--- src/rtl/fcvtint_pipe_if.sv ---
// Handshake and data bundle for the float->integer result finaliser.
// The Mod signal exists only when FCVTMOD_EN is defined.
interface fcvtint_pipe_if #(
  parameter int unsigned XLEN        = 64,
  parameter int unsigned NORMSHIFTSZ = 128
);
  logic                   InValid;
  logic                   InReady;
  logic                   Signed;
  logic                   Int64;
  logic                   Plus1;
  logic                   Xs;
  logic                   NaN;
  logic                   ShiftOvf;
  logic [NORMSHIFTSZ-1:0] Shifted;
`ifdef FCVTMOD_EN
  logic                   Mod;
`endif
  logic                   OutValid;
  logic                   OutReady;
  logic [XLEN-1:0]        CvtRes;
  logic                   CvtNV;

  // Upstream shifter / downstream consumer side
  modport master (
`ifdef FCVTMOD_EN
    output Mod,
`endif
    output InValid, Signed, Int64, Plus1, Xs, NaN, ShiftOvf, Shifted, OutReady,
    input  InReady, OutValid, CvtRes, CvtNV
  );

  // Finaliser side
  modport slave (
`ifdef FCVTMOD_EN
    input  Mod,
`endif
    input  InValid, Signed, Int64, Plus1, Xs, NaN, ShiftOvf, Shifted, OutReady,
    output InReady, OutValid, CvtRes, CvtNV
  );
endinterface

--- src/rtl/fcvtint_pipe.sv ---
// Two-stage float->integer result finaliser: S1 registers the rounded magnitude,
// S2 registers the signed/saturated result and NV flag (the output register).
// Optional feature: define FCVTMOD_EN to add the Mod input (fcvtmod.w.d semantics).
module fcvtint_pipe #(
  parameter int unsigned XLEN        = 64,
  parameter int unsigned NORMSHIFTSZ = 128
) (
  input logic           clk,
  input logic           reset,
  fcvtint_pipe_if.slave bus
);

  // Handshake
  logic w_s2_load, w_s1_load, w_accept;

  // Stage 1 state
  logic            r_s1_valid;
  logic [XLEN:0]   r_s1_m;
  logic            r_s1_signed, r_s1_w64, r_s1_xs, r_s1_nan, r_s1_ovf, r_s1_mod;

  // Stage 2 state
  logic            r_s2_valid;
  logic [XLEN-1:0] r_s2_res;
  logic            r_s2_nv;

  // Stage 1 input decode
  logic            w_mod, w_int64;
  logic [XLEN:0]   w_m;

  // Stage 2 combinational result
  logic [7:0]      w_hbit, w_fbit;
  logic [XLEN:0]   w_half, w_full;
  logic            w_range_ov, w_ov;
  logic [XLEN-1:0] w_val, w_max, w_raw, w_res;
  logic            w_nv;

`ifdef FCVTMOD_EN
  assign w_mod = bus.Mod;
`else
  assign w_mod = 1'b0;
`endif

  // Int64 only matters for a 64-bit datapath; Mod forces a 32-bit result
  assign w_int64 = (XLEN == 64) ? (bus.Int64 & ~w_mod) : 1'b0;
  assign w_m     = {1'b0, bus.Shifted[NORMSHIFTSZ-1 -: XLEN]} + {{XLEN{1'b0}}, bus.Plus1};

  // Low shifter bits carry no integer information here
  if (NORMSHIFTSZ > XLEN) begin : g_low
    logic w_unused_low;
    assign w_unused_low = ^bus.Shifted[NORMSHIFTSZ-XLEN-1:0];
  end

  assign w_s2_load   = ~r_s2_valid | bus.OutReady;
  assign w_s1_load   = ~r_s1_valid | w_s2_load;
  assign bus.InReady = ~reset & w_s1_load;
  assign w_accept    = bus.InValid & bus.InReady;

  // S1: capture rounded magnitude and control bits
  always_ff @(posedge clk) begin
    if (reset) begin
      r_s1_valid <= 1'b0;
    end else if (w_s1_load) begin
      r_s1_valid <= w_accept;
      if (w_accept) begin
        r_s1_m      <= w_m;
        r_s1_signed <= bus.Signed | w_mod;
        r_s1_w64    <= w_int64;
        r_s1_xs     <= bus.Xs;
        r_s1_nan    <= bus.NaN;
        r_s1_ovf    <= bus.ShiftOvf;
        r_s1_mod    <= w_mod;
      end
    end
  end

  // Range limits 2^(W-1) and 2^W for the current width
  always_comb begin
    w_hbit = r_s1_w64 ? 8'(XLEN - 1) : 8'd31;
    w_fbit = r_s1_w64 ? 8'(XLEN) : 8'd32;
    w_half = (XLEN + 1)'(1) << w_hbit;
    w_full = (XLEN + 1)'(1) << w_fbit;
  end

  // Out-of-range detection, saturation and sign application
  always_comb begin
    w_range_ov = 1'b0;
    unique case ({r_s1_signed, r_s1_xs})
      2'b11:   w_range_ov = r_s1_m > w_half;
      2'b10:   w_range_ov = r_s1_m >= w_half;
      2'b01:   w_range_ov = r_s1_m != '0;
      default: w_range_ov = r_s1_m >= w_full;
    endcase
    w_ov  = r_s1_ovf | w_range_ov;
    w_val = r_s1_xs ? (~r_s1_m[XLEN-1:0] + XLEN'(1)) : r_s1_m[XLEN-1:0];
    // Unsigned max is all ones for both widths once the 32-bit sign-extension applies
    w_max = r_s1_signed ? (w_half[XLEN-1:0] - XLEN'(1)) : '1;
    w_raw = w_val;
    w_nv  = 1'b0;
    if (r_s1_mod) begin
      // NaN, or Inf (overflow flagged with a zero magnitude), yields zero
      if (r_s1_nan | (r_s1_ovf & (r_s1_m == '0))) begin
        w_raw = '0;
        w_nv  = 1'b1;
      end else begin
        w_nv  = w_ov;
      end
    end else if (r_s1_nan | (w_ov & ~r_s1_xs)) begin
      w_raw = w_max;
      w_nv  = 1'b1;
    end else if (w_ov) begin
      w_raw = r_s1_signed ? w_half[XLEN-1:0] : '0;
      w_nv  = 1'b1;
    end
    w_res = r_s1_w64 ? w_raw : XLEN'($signed(w_raw[31:0]));
  end

  // S2: output register, holds while stalled
  always_ff @(posedge clk) begin
    if (reset) begin
      r_s2_valid <= 1'b0;
      r_s2_res   <= '0;
      r_s2_nv    <= 1'b0;
    end else if (w_s2_load) begin
      r_s2_valid <= r_s1_valid;
      if (r_s1_valid) begin
        r_s2_res <= w_res;
        r_s2_nv  <= w_nv;
      end
    end
  end

  assign bus.OutValid = r_s2_valid;
  assign bus.CvtRes   = r_s2_res;
  assign bus.CvtNV    = r_s2_nv;

endmodule

--- src/flat_wrapper.sv ---
// flat-port wrapper written by rule: the top's interface ports become plain ports
module fcvtint_pipe_flat 
#(
  parameter int unsigned XLEN        = 64,
  parameter int unsigned NORMSHIFTSZ = 128
)
  (clk, reset, bus_InValid, bus_Signed, bus_Int64, bus_Plus1, bus_Xs, bus_NaN, bus_ShiftOvf, bus_Shifted, bus_OutReady, bus_InReady, bus_OutValid, bus_CvtRes, bus_CvtNV);
  fcvtint_pipe_if #(.XLEN(XLEN), .NORMSHIFTSZ(NORMSHIFTSZ)) bus_i ();
  input logic clk;
  input logic reset;
  input wire logic [$bits(bus_i.InValid)-1:0] bus_InValid;
  input wire logic [$bits(bus_i.Signed)-1:0] bus_Signed;
  input wire logic [$bits(bus_i.Int64)-1:0] bus_Int64;
  input wire logic [$bits(bus_i.Plus1)-1:0] bus_Plus1;
  input wire logic [$bits(bus_i.Xs)-1:0] bus_Xs;
  input wire logic [$bits(bus_i.NaN)-1:0] bus_NaN;
  input wire logic [$bits(bus_i.ShiftOvf)-1:0] bus_ShiftOvf;
  input wire logic [$bits(bus_i.Shifted)-1:0] bus_Shifted;
  input wire logic [$bits(bus_i.OutReady)-1:0] bus_OutReady;
  output wire logic [$bits(bus_i.InReady)-1:0] bus_InReady;
  output wire logic [$bits(bus_i.OutValid)-1:0] bus_OutValid;
  output wire logic [$bits(bus_i.CvtRes)-1:0] bus_CvtRes;
  output wire logic [$bits(bus_i.CvtNV)-1:0] bus_CvtNV;
  assign bus_i.InValid = bus_InValid;
  assign bus_i.Signed = bus_Signed;
  assign bus_i.Int64 = bus_Int64;
  assign bus_i.Plus1 = bus_Plus1;
  assign bus_i.Xs = bus_Xs;
  assign bus_i.NaN = bus_NaN;
  assign bus_i.ShiftOvf = bus_ShiftOvf;
  assign bus_i.Shifted = bus_Shifted;
  assign bus_i.OutReady = bus_OutReady;
  assign bus_InReady = bus_i.InReady;
  assign bus_OutValid = bus_i.OutValid;
  assign bus_CvtRes = bus_i.CvtRes;
  assign bus_CvtNV = bus_i.CvtNV;
  fcvtint_pipe #(.XLEN(XLEN), .NORMSHIFTSZ(NORMSHIFTSZ)) u_core (.clk(clk), .reset(reset), .bus(bus_i));
endmodule
--- config.mk ---
export PLATFORM = sky130hd
export DESIGN_NAME = fcvtint_pipe_flat
export DESIGN_NICKNAME = d
export VERILOG_FILES = /design/src/rtl/fcvtint_pipe_if.sv /design/src/rtl/fcvtint_pipe.sv /design/src/flat_wrapper.sv
export SDC_FILE = /design/constraint.sdc
export NUM_CORES = 1
export LEC_CHECK = 0
export CAP_MARGIN = 20
export CORE_ASPECT_RATIO = 0.75
export CORE_MARGIN = 4
export CORE_UTILIZATION = 45
export DETAILED_ROUTE_END_ITERATION = 8
export PLACE_DENSITY = 0.7
export SYNTH_ARGS = -nofsm -noshare
export SYNTH_HDL_FRONTEND = slang
export SYNTH_SLANG_ARGS = --single-unit
export TNS_END_PERCENT = 20
--- constraint.sdc ---
create_clock -name clk -period 3.85 [get_ports clk]
set_input_delay 0.385 -clock clk [delete_from_list [all_inputs] [get_ports clk]]
set_output_delay 0.385 -clock clk [all_outputs]
set_load 0.03 [all_outputs]
# Word-level counts from Yosys, hierarchy flattened
# Cells that the tools add are included.
# totals
regBits	137
in_bits	138
wordCells	47
out_inout_bits	67
# classes
n_bitwise	12
reduce_logical	3
n_mux	11
n_lt_le_gt_ge	3
shifts	2
eq_ne	3
addsub	3
# op_table
op	n
two-way mux 64 bit	6
>= comparator 65 bit	2
left shift 1 x 8 -> 65 bit (first input constant)	2
adder 64 x 1 -> 65 bit	1
> comparator 65 bit	1
nonzero test 65 bit	1
adder 64 x 1 -> 64 bit (second input constant)	1
NOT 64 bit	1
subtractor 64 x 1 -> 64 bit (second input constant)	1
two-way mux 7 bit	1
two-way mux 6 bit	1
== test 2 bit (second input constant)	2
NOT 1 bit	4
OR 1 bit	4
bitwise AND 1 bit	3
one-hot mux 1 bit (3 select lines)	1
AND reduction 3 bit	1
== test 2 x 1 -> 1 bit (second input constant)	1
two-way mux 1 bit	2
AND reduction 2 bit	1

# Logic depth before layout (Yosys ltp)
# depth
depth_word	9
mapped_depth	13
ltp_nobuf	10

# Worst setup path before layout
# OpenSTA, ideal clock, no wires.
# synth_timing
kind	flip-flop to flip-flop
startpoint	reg u_core.r_s2_valid (netlist: u_core.bus.OutValid)
endpoint	reg u_core.r_s1_m[0], enable pin
arrival_ps	2894
path_stages_with_launch	4
setup_slack_ps	520
t_required_ps	3415
period_less_slack_ps	3330
setup_ps	435
path_buffers	0
path_cell_list	dfxtp_1 nor2b_1 a21oi_1 and2_1
# synth_between
elab_chain_cells	6
# synth_lines
element	line	rtl
from (decl)	fcvtint_pipe.sv:22	logic r_s2_valid;
from (signal assigned)	fcvtint_pipe.sv:124	r_s2_valid <= r_s1_valid;
NOT 1 bit	fcvtint_pipe.sv:53	assign w_s2_load = ~r_s2_valid | bus.OutReady;
OR 1 bit	fcvtint_pipe.sv:53	
OR 1 bit	fcvtint_pipe.sv:54	assign w_s1_load = ~r_s1_valid | w_s2_load;
bitwise AND 1 bit	fcvtint_pipe.sv:55	assign bus.InReady = ~reset & w_s1_load;
via bus_InReady	flat_wrapper.sv:20	output wire logic [$bits(bus_i.InReady)-1:0] bus_InReady;
bitwise AND 1 bit	fcvtint_pipe.sv:56	assign w_accept = bus.InValid & bus.InReady;
AND reduction 3 bit (no line)	--	
to (signal assigned)	fcvtint_pipe.sv:65	r_s1_m <= w_m;
to (decl)	fcvtint_pipe.sv:18	logic [XLEN:0] r_s1_m;
# The timed path passes the listed nets, and every way through them passes these cells.
# A chain may end at the register's enable or synchronous reset.

# Worst setup path in the final report
# layout_timing
startpoint	reg u_core.r_s1_w64
endpoint	reg u_core.r_s2_res[30] (netlist: u_core.bus.CvtRes[30])
# layout_between
elab_chain_cells	9
# layout_lines
element	line	rtl
from (decl)	fcvtint_pipe.sv:19	logic r_s1_signed, r_s1_w64, r_s1_xs, r_s1_nan, r_s1_ovf, r_s1_mod;
from (signal assigned)	fcvtint_pipe.sv:67	r_s1_w64 <= w_int64;
two-way mux 7 bit or two-way mux 6 bit (tied branches)	fcvtint_pipe.sv:79, fcvtint_pipe.sv:78	
left shift 1 x 8 -> 65 bit (on tied branches)	fcvtint_pipe.sv:81, fcvtint_pipe.sv:80	
>= comparator 65 bit (tied with other cells)	fcvtint_pipe.sv:91	default: w_range_ov = r_s1_m >= w_full;
one-hot mux 1 bit (3 select lines)	fcvtint_pipe.sv:87	unique case ({r_s1_signed, r_s1_xs})
OR 1 bit	fcvtint_pipe.sv:93	w_ov = r_s1_ovf | w_range_ov;
bitwise AND 1 bit	fcvtint_pipe.sv:107	end else if (r_s1_nan | (w_ov & ~r_s1_xs)) begin
OR 1 bit	fcvtint_pipe.sv:107	
two-way mux 64 bit (*)	fcvtint_pipe.sv:107	
two-way mux 64 bit (*)	fcvtint_pipe.sv:114	w_res = r_s1_w64 ? w_raw : XLEN'($signed(w_raw[31:0]));
to (signal assigned)	fcvtint_pipe.sv:126	r_s2_res <= w_res;
to (decl)	fcvtint_pipe.sv:23	logic [XLEN-1:0] r_s2_res;
# Mark *: on every way between the ends. The rest lies on a longest branch, timed or not.

==> run_summary.xml <==
<?xml version="1.0" encoding="UTF-8"?>
<metrics>
  <group name="floorplan">
    <metric name="num_rows" unit="">42</metric>
    <metric name="top_level_ports" unit="">205</metric>
    <metric name="chipWidth" unit="um">165</metric>
    <metric name="initial_core_util" unit="%">46.7</metric>
    <metric name="coreArea" unit="mm^2">0.0179</metric>
    <metric name="die_height" unit="um">126</metric>
    <metric name="fp.dieArea" unit="mm^2">0.0209</metric>
  </group>
  <group name="clocking">
    <metric name="htree_num_levels" unit="">4</metric>
    <metric name="tritoncts_clock_tree" unit="">built</metric>
    <metric name="clockBufferDepth" unit="">2</metric>
    <metric name="worstSkewPairLatency" unit="ps">430</metric>
    <metric name="holdBufCountCts" unit="">0</metric>
    <metric name="ctsResizeCount" unit="">0</metric>
    <metric name="clock_transition_at_the_registers_of_the_reported_paths" unit="ps">60</metric>
    <metric name="post_cts_buffers" unit="">0</metric>
    <metric name="cts.sink_count" unit="">137</metric>
    <metric name="clock-root-buffer" unit="">sky130_fd_sc_hd__clkbuf_16</metric>
    <metric name="cts_made_buffers" unit="">17</metric>
  </group>
  <group name="timing">
    <metric name="clock_tree_skew_after_final_layout" unit="ps">9.17</metric>
    <metric name="fmax" unit="MHz">296</metric>
    <metric name="post-route-period-util" unit="%">87.9</metric>
    <metric name="fin_tns_setup" unit="ps">0</metric>
    <metric name="worst_pin_slew" unit="ps">768</metric>
    <metric name="final-max-slew-violation-count" unit="">0</metric>
    <metric name="whs" unit="ps">383</metric>
    <metric name="crit_path_time_final" unit="ps">3380</metric>
    <metric name="timing.max_slew.rel_slack" unit="%">48.4</metric>
    <metric name="report.final.setup_viol" unit="">0</metric>
    <metric name="timing_hold_violations_final" unit="">0</metric>
    <metric name="rsz0062_at_grt" unit="">no</metric>
  </group>
  <group name="global_route">
    <metric name="antenna_found_initial" unit="">0</metric>
    <metric name="grt_pass1_vias" unit="">7083</metric>
    <metric name="grt_first_pass_wirelength" unit="um">38100</metric>
    <metric name="globalRouteOverflowTotal" unit="">0</metric>
    <metric name="largest_net_degree_at_the_start_of_global_routing" unit="">44</metric>
    <metric name="globalRouteTotalUtil" unit="%">23.0</metric>
  </group>
  <group name="routing">
    <metric name="detail_route.drc_violations" unit="">0</metric>
    <metric name="finalWirelength" unit="um">24400</metric>
    <metric name="drt_pass1_iterations" unit="">6</metric>
    <metric name="detail_route.iter0.violations" unit="">975</metric>
    <metric name="route.antenna.remaining_nets" unit="">0</metric>
    <metric name="wl_per_cell" unit="um">18.2</metric>
    <metric name="vias_per_cell" unit="">5.91</metric>
    <metric name="routed-via-count" unit="">7908</metric>
  </group>
  <group name="worst_setup_path">
    <metric name="worst_setup_path_start_kind" unit="">register</metric>
    <metric name="worstPathRequired" unit="ps">4150</metric>
    <metric name="end_kind" unit="">register</metric>
    <metric name="critPathKind" unit="">reg2reg</metric>
    <metric name="cp_max_fo" unit="">32</metric>
    <metric name="cp.arrival" unit="ps">3680</metric>
  </group>
  <group name="layout">
    <metric name="layout-drive-gt1-share" unit="%">9.59</metric>
    <metric name="largest_register_ffs" unit="">65</metric>
    <metric name="final_net_count" unit="">1227</metric>
    <metric name="top_register" unit="">u_core.r_s1_m</metric>
    <metric name="antennaDiodeCount" unit="">0</metric>
    <metric name="syn2layout_area_growth" unit="%">28.7</metric>
  </group>
  <group name="synthesis">
    <metric name="netlist_instances" unit="">946</metric>
    <metric name="synth_top_family_by_area" unit="">simple AND/OR/NAND/NOR gates</metric>
    <metric name="ys.flop_type" unit="">sky130_fd_sc_hd__edfxtp_1</metric>
    <metric name="synth_enable_flop_cells" unit="">70</metric>
    <metric name="yosysWarnings" unit="">0</metric>
    <metric name="cell_area_after_synthesis" unit="mm^2">0.00837</metric>
    <metric name="synth-simple-area-share" unit="%">23.9</metric>
    <metric name="post_synth_fa_ha_maj_area_fraction" unit="%">1.05</metric>
    <metric name="synth-seq-area-share" unit="%">41.2</metric>
    <metric name="synth-xor-area-share" unit="%">7.01</metric>
    <metric name="yosysUniqueCellTypes" unit="">75</metric>
    <metric name="synth.ff_latch_count" unit="">137</metric>
    <metric name="synthMuxAreaShare" unit="%">1.35</metric>
    <metric name="synth_nets" unit="">1091</metric>
    <metric name="post_synth.cell_area_avg" unit="um^2">8.84</metric>
    <metric name="synthArstFlopShare" unit="%">0</metric>
    <metric name="synth-compound-area-share" unit="%">22.1</metric>
  </group>
  <group name="pwr">
    <metric name="comb_power_share" unit="%">15.1</metric>
    <metric name="switchingPower" unit="mW">1.09</metric>
    <metric name="vdd_ir_drop_max" unit="mV">0.305</metric>
    <metric name="clockPowerShare" unit="%">44.5</metric>
    <metric name="share_seq_of_total_power" unit="%">40.4</metric>
    <metric name="cellPowerDensity" unit="mW/mm^2">393</metric>
    <metric name="power_report.internal_total" unit="mW">3.14</metric>
    <metric name="leakagePower" unit="nW">3.69</metric>
    <metric name="power_switching_share" unit="%">25.8</metric>
  </group>
  <group name="placement">
    <metric name="gp_routability_congestion" unit="">0.945</metric>
    <metric name="sum_of_net_half_perimeters_after_detailed_placement" unit="um">18000</metric>
    <metric name="io_port_bufs" unit="">140</metric>
  </group>
  <group name="run">
    <metric name="cap_viol_max_count" unit="">0</metric>
  </group>
  <group name="hold_path">
    <metric name="timing.hold.worst.class" unit="">in2reg</metric>
  </group>
  <group name="outcome">
    <metric name="status" unit="">complete, no violations</metric>
  </group>
</metrics>
[kinds of logic (layout without fill, tap and decap cells)]
logic type | count (synthesis) | count (layout)
AND/OR/NAND/NOR | 390 | 390
XOR/XNOR | 67 | 67
AO/OA/AOI/OAI | 265 | 265
multiplexers | 11 | 11
flip-flops | 137 | 137
buffers and inverters | 69 | 218
adder cells (fa/ha/maj) | 7 | 7
[power groups by stage]
stage / combinational (mW) / sequential, mW / clock (mW)
finish: 0.640 / 1.71 / 1.88
CTS: 0.640 / 1.71 / 1.91
detailed placement: 0.636 / 1.74 / 0
global placement: 0.630 / 1.73 / 0
global route: 0.691 / 1.72 / 1.97
floorplan: 0.266 / 1.81 / 0
[worst paths after layout]
| check | from | endpoint | slack, ps | cells after the start |
|---|---|---|---|---|
| setup / recovery | u_core.r_s1_w64 | u_core.bus.CvtRes[30] | 470 | 11 |
| hold / removal | reset | u_core.bus.CvtRes[55] | 380 | 2 |
| setup reg to reg | u_core.r_s1_w64 | u_core.bus.CvtRes[30] | 470 | 11 |
| hold reg to reg | u_core.bus.CvtRes[45] | u_core.bus.CvtRes[45] | 450 | 2 |
[per-layer routing]
metal | GRT usage, % | wire length, um | part of all wire, % | vias up
met5 | 0 | 0 | 0 | -
met4 | 5.92 | 332 | 1.4 | 0
met3 | 4.47 | 2390 | 9.8 | 23
met2 | 30.5 | 9670 | 40 | 355
met1 | 37.4 | 12000 | 49 | 3697
li1 | - | - | - | 3833
[area by class of cell]
type                       instances  area [um^2]
timing repair buffer             170         1620
tap                              242          303
sequential                       137         3440
inverter                          16         60.1
clock buffer                      18          439
multi-input combinational        740         4660
fill                            1568         7150
clock inverter                    14          243
[worst max-delay path, cell delays in order (launching register included)]
cell                       delay, ps
sky130_fd_sc_hd__edfxtp_1        580
sky130_fd_sc_hd__inv_1           240
sky130_fd_sc_hd__ha_1            260
sky130_fd_sc_hd__nor4_1          260
sky130_fd_sc_hd__nand4_1         130
sky130_fd_sc_hd__o31ai_1         410
sky130_fd_sc_hd__a211oi_2        150
sky130_fd_sc_hd__a211oi_4        260
sky130_fd_sc_hd__buf_4           390
sky130_fd_sc_hd__a31oi_1          80
sky130_fd_sc_hd__o22ai_1         350
sky130_fd_sc_hd__a211oi_1        130
[through the flow]
stage | utilization [%] | cell area (um^2) | instances | power (mW) | setup slack [ps]
floorplan | - | 8370 | 946 | 2.08 | 520
global placement | 56.3 | 10100 | 1305 | 2.36 | 424
detailed placement | 56.3 | 10100 | 1305 | 2.37 | 511
CTS | 60.1 | 10800 | 1337 | 4.25 | 512
global route | 60.1 | 10800 | 1337 | 4.38 | 227
finish | 60.1 | 10800 | 1337 | 4.23 | 466
[synthesized netlist by cell type, types with 17 or more instances]
library cell | instances | area share, %
sky130_fd_sc_hd__nand3_1 | 29 | 1.7
sky130_fd_sc_hd__a21oi_1 | 52 | 3.1
sky130_fd_sc_hd__dfxtp_1 | 67 | 16
sky130_fd_sc_hd__clkbuf_1 | 41 | 1.8
sky130_fd_sc_hd__nor2_1 | 113 | 5.1
sky130_fd_sc_hd__xor2_1 | 21 | 2.2
sky130_fd_sc_hd__a31oi_1 | 20 | 1.5
sky130_fd_sc_hd__edfxtp_1 | 70 | 25
sky130_fd_sc_hd__a211oi_1 | 36 | 3.2
sky130_fd_sc_hd__and3_1 | 24 | 1.8
sky130_fd_sc_hd__xnor2_1 | 46 | 4.8
sky130_fd_sc_hd__nor4_1 | 19 | 1.4
sky130_fd_sc_hd__o22ai_1 | 17 | 1.3
sky130_fd_sc_hd__nand2_1 | 84 | 3.8
sky130_fd_sc_hd__o21ai_0 | 33 | 2.0
sky130_fd_sc_hd__nor3_1 | 41 | 2.5
sky130_fd_sc_hd__nand4_1 | 19 | 1.4
[placed cells by master (no fill, tap or decap), types with 20 or more instances in the layout]
| cell | n |
|---|---|
| sky130_fd_sc_hd__nand2_1 | 84 |
| sky130_fd_sc_hd__and3_1 | 24 |
| sky130_fd_sc_hd__a211oi_1 | 36 |
| sky130_fd_sc_hd__dfxtp_1 | 67 |
| sky130_fd_sc_hd__nor2_1 | 112 |
| sky130_fd_sc_hd__nor3_1 | 41 |
| sky130_fd_sc_hd__a31oi_1 | 20 |
| sky130_fd_sc_hd__clkdlybuf4s50_1 | 139 |
| sky130_fd_sc_hd__xor2_1 | 21 |
| sky130_fd_sc_hd__xnor2_1 | 46 |
| sky130_fd_sc_hd__o21ai_0 | 33 |
| sky130_fd_sc_hd__a21oi_1 | 52 |
| sky130_fd_sc_hd__buf_4 | 30 |
| sky130_fd_sc_hd__nand3_1 | 29 |
| sky130_fd_sc_hd__edfxtp_1 | 70 |
Note: power is estimated with default switching activity, not from simulation.
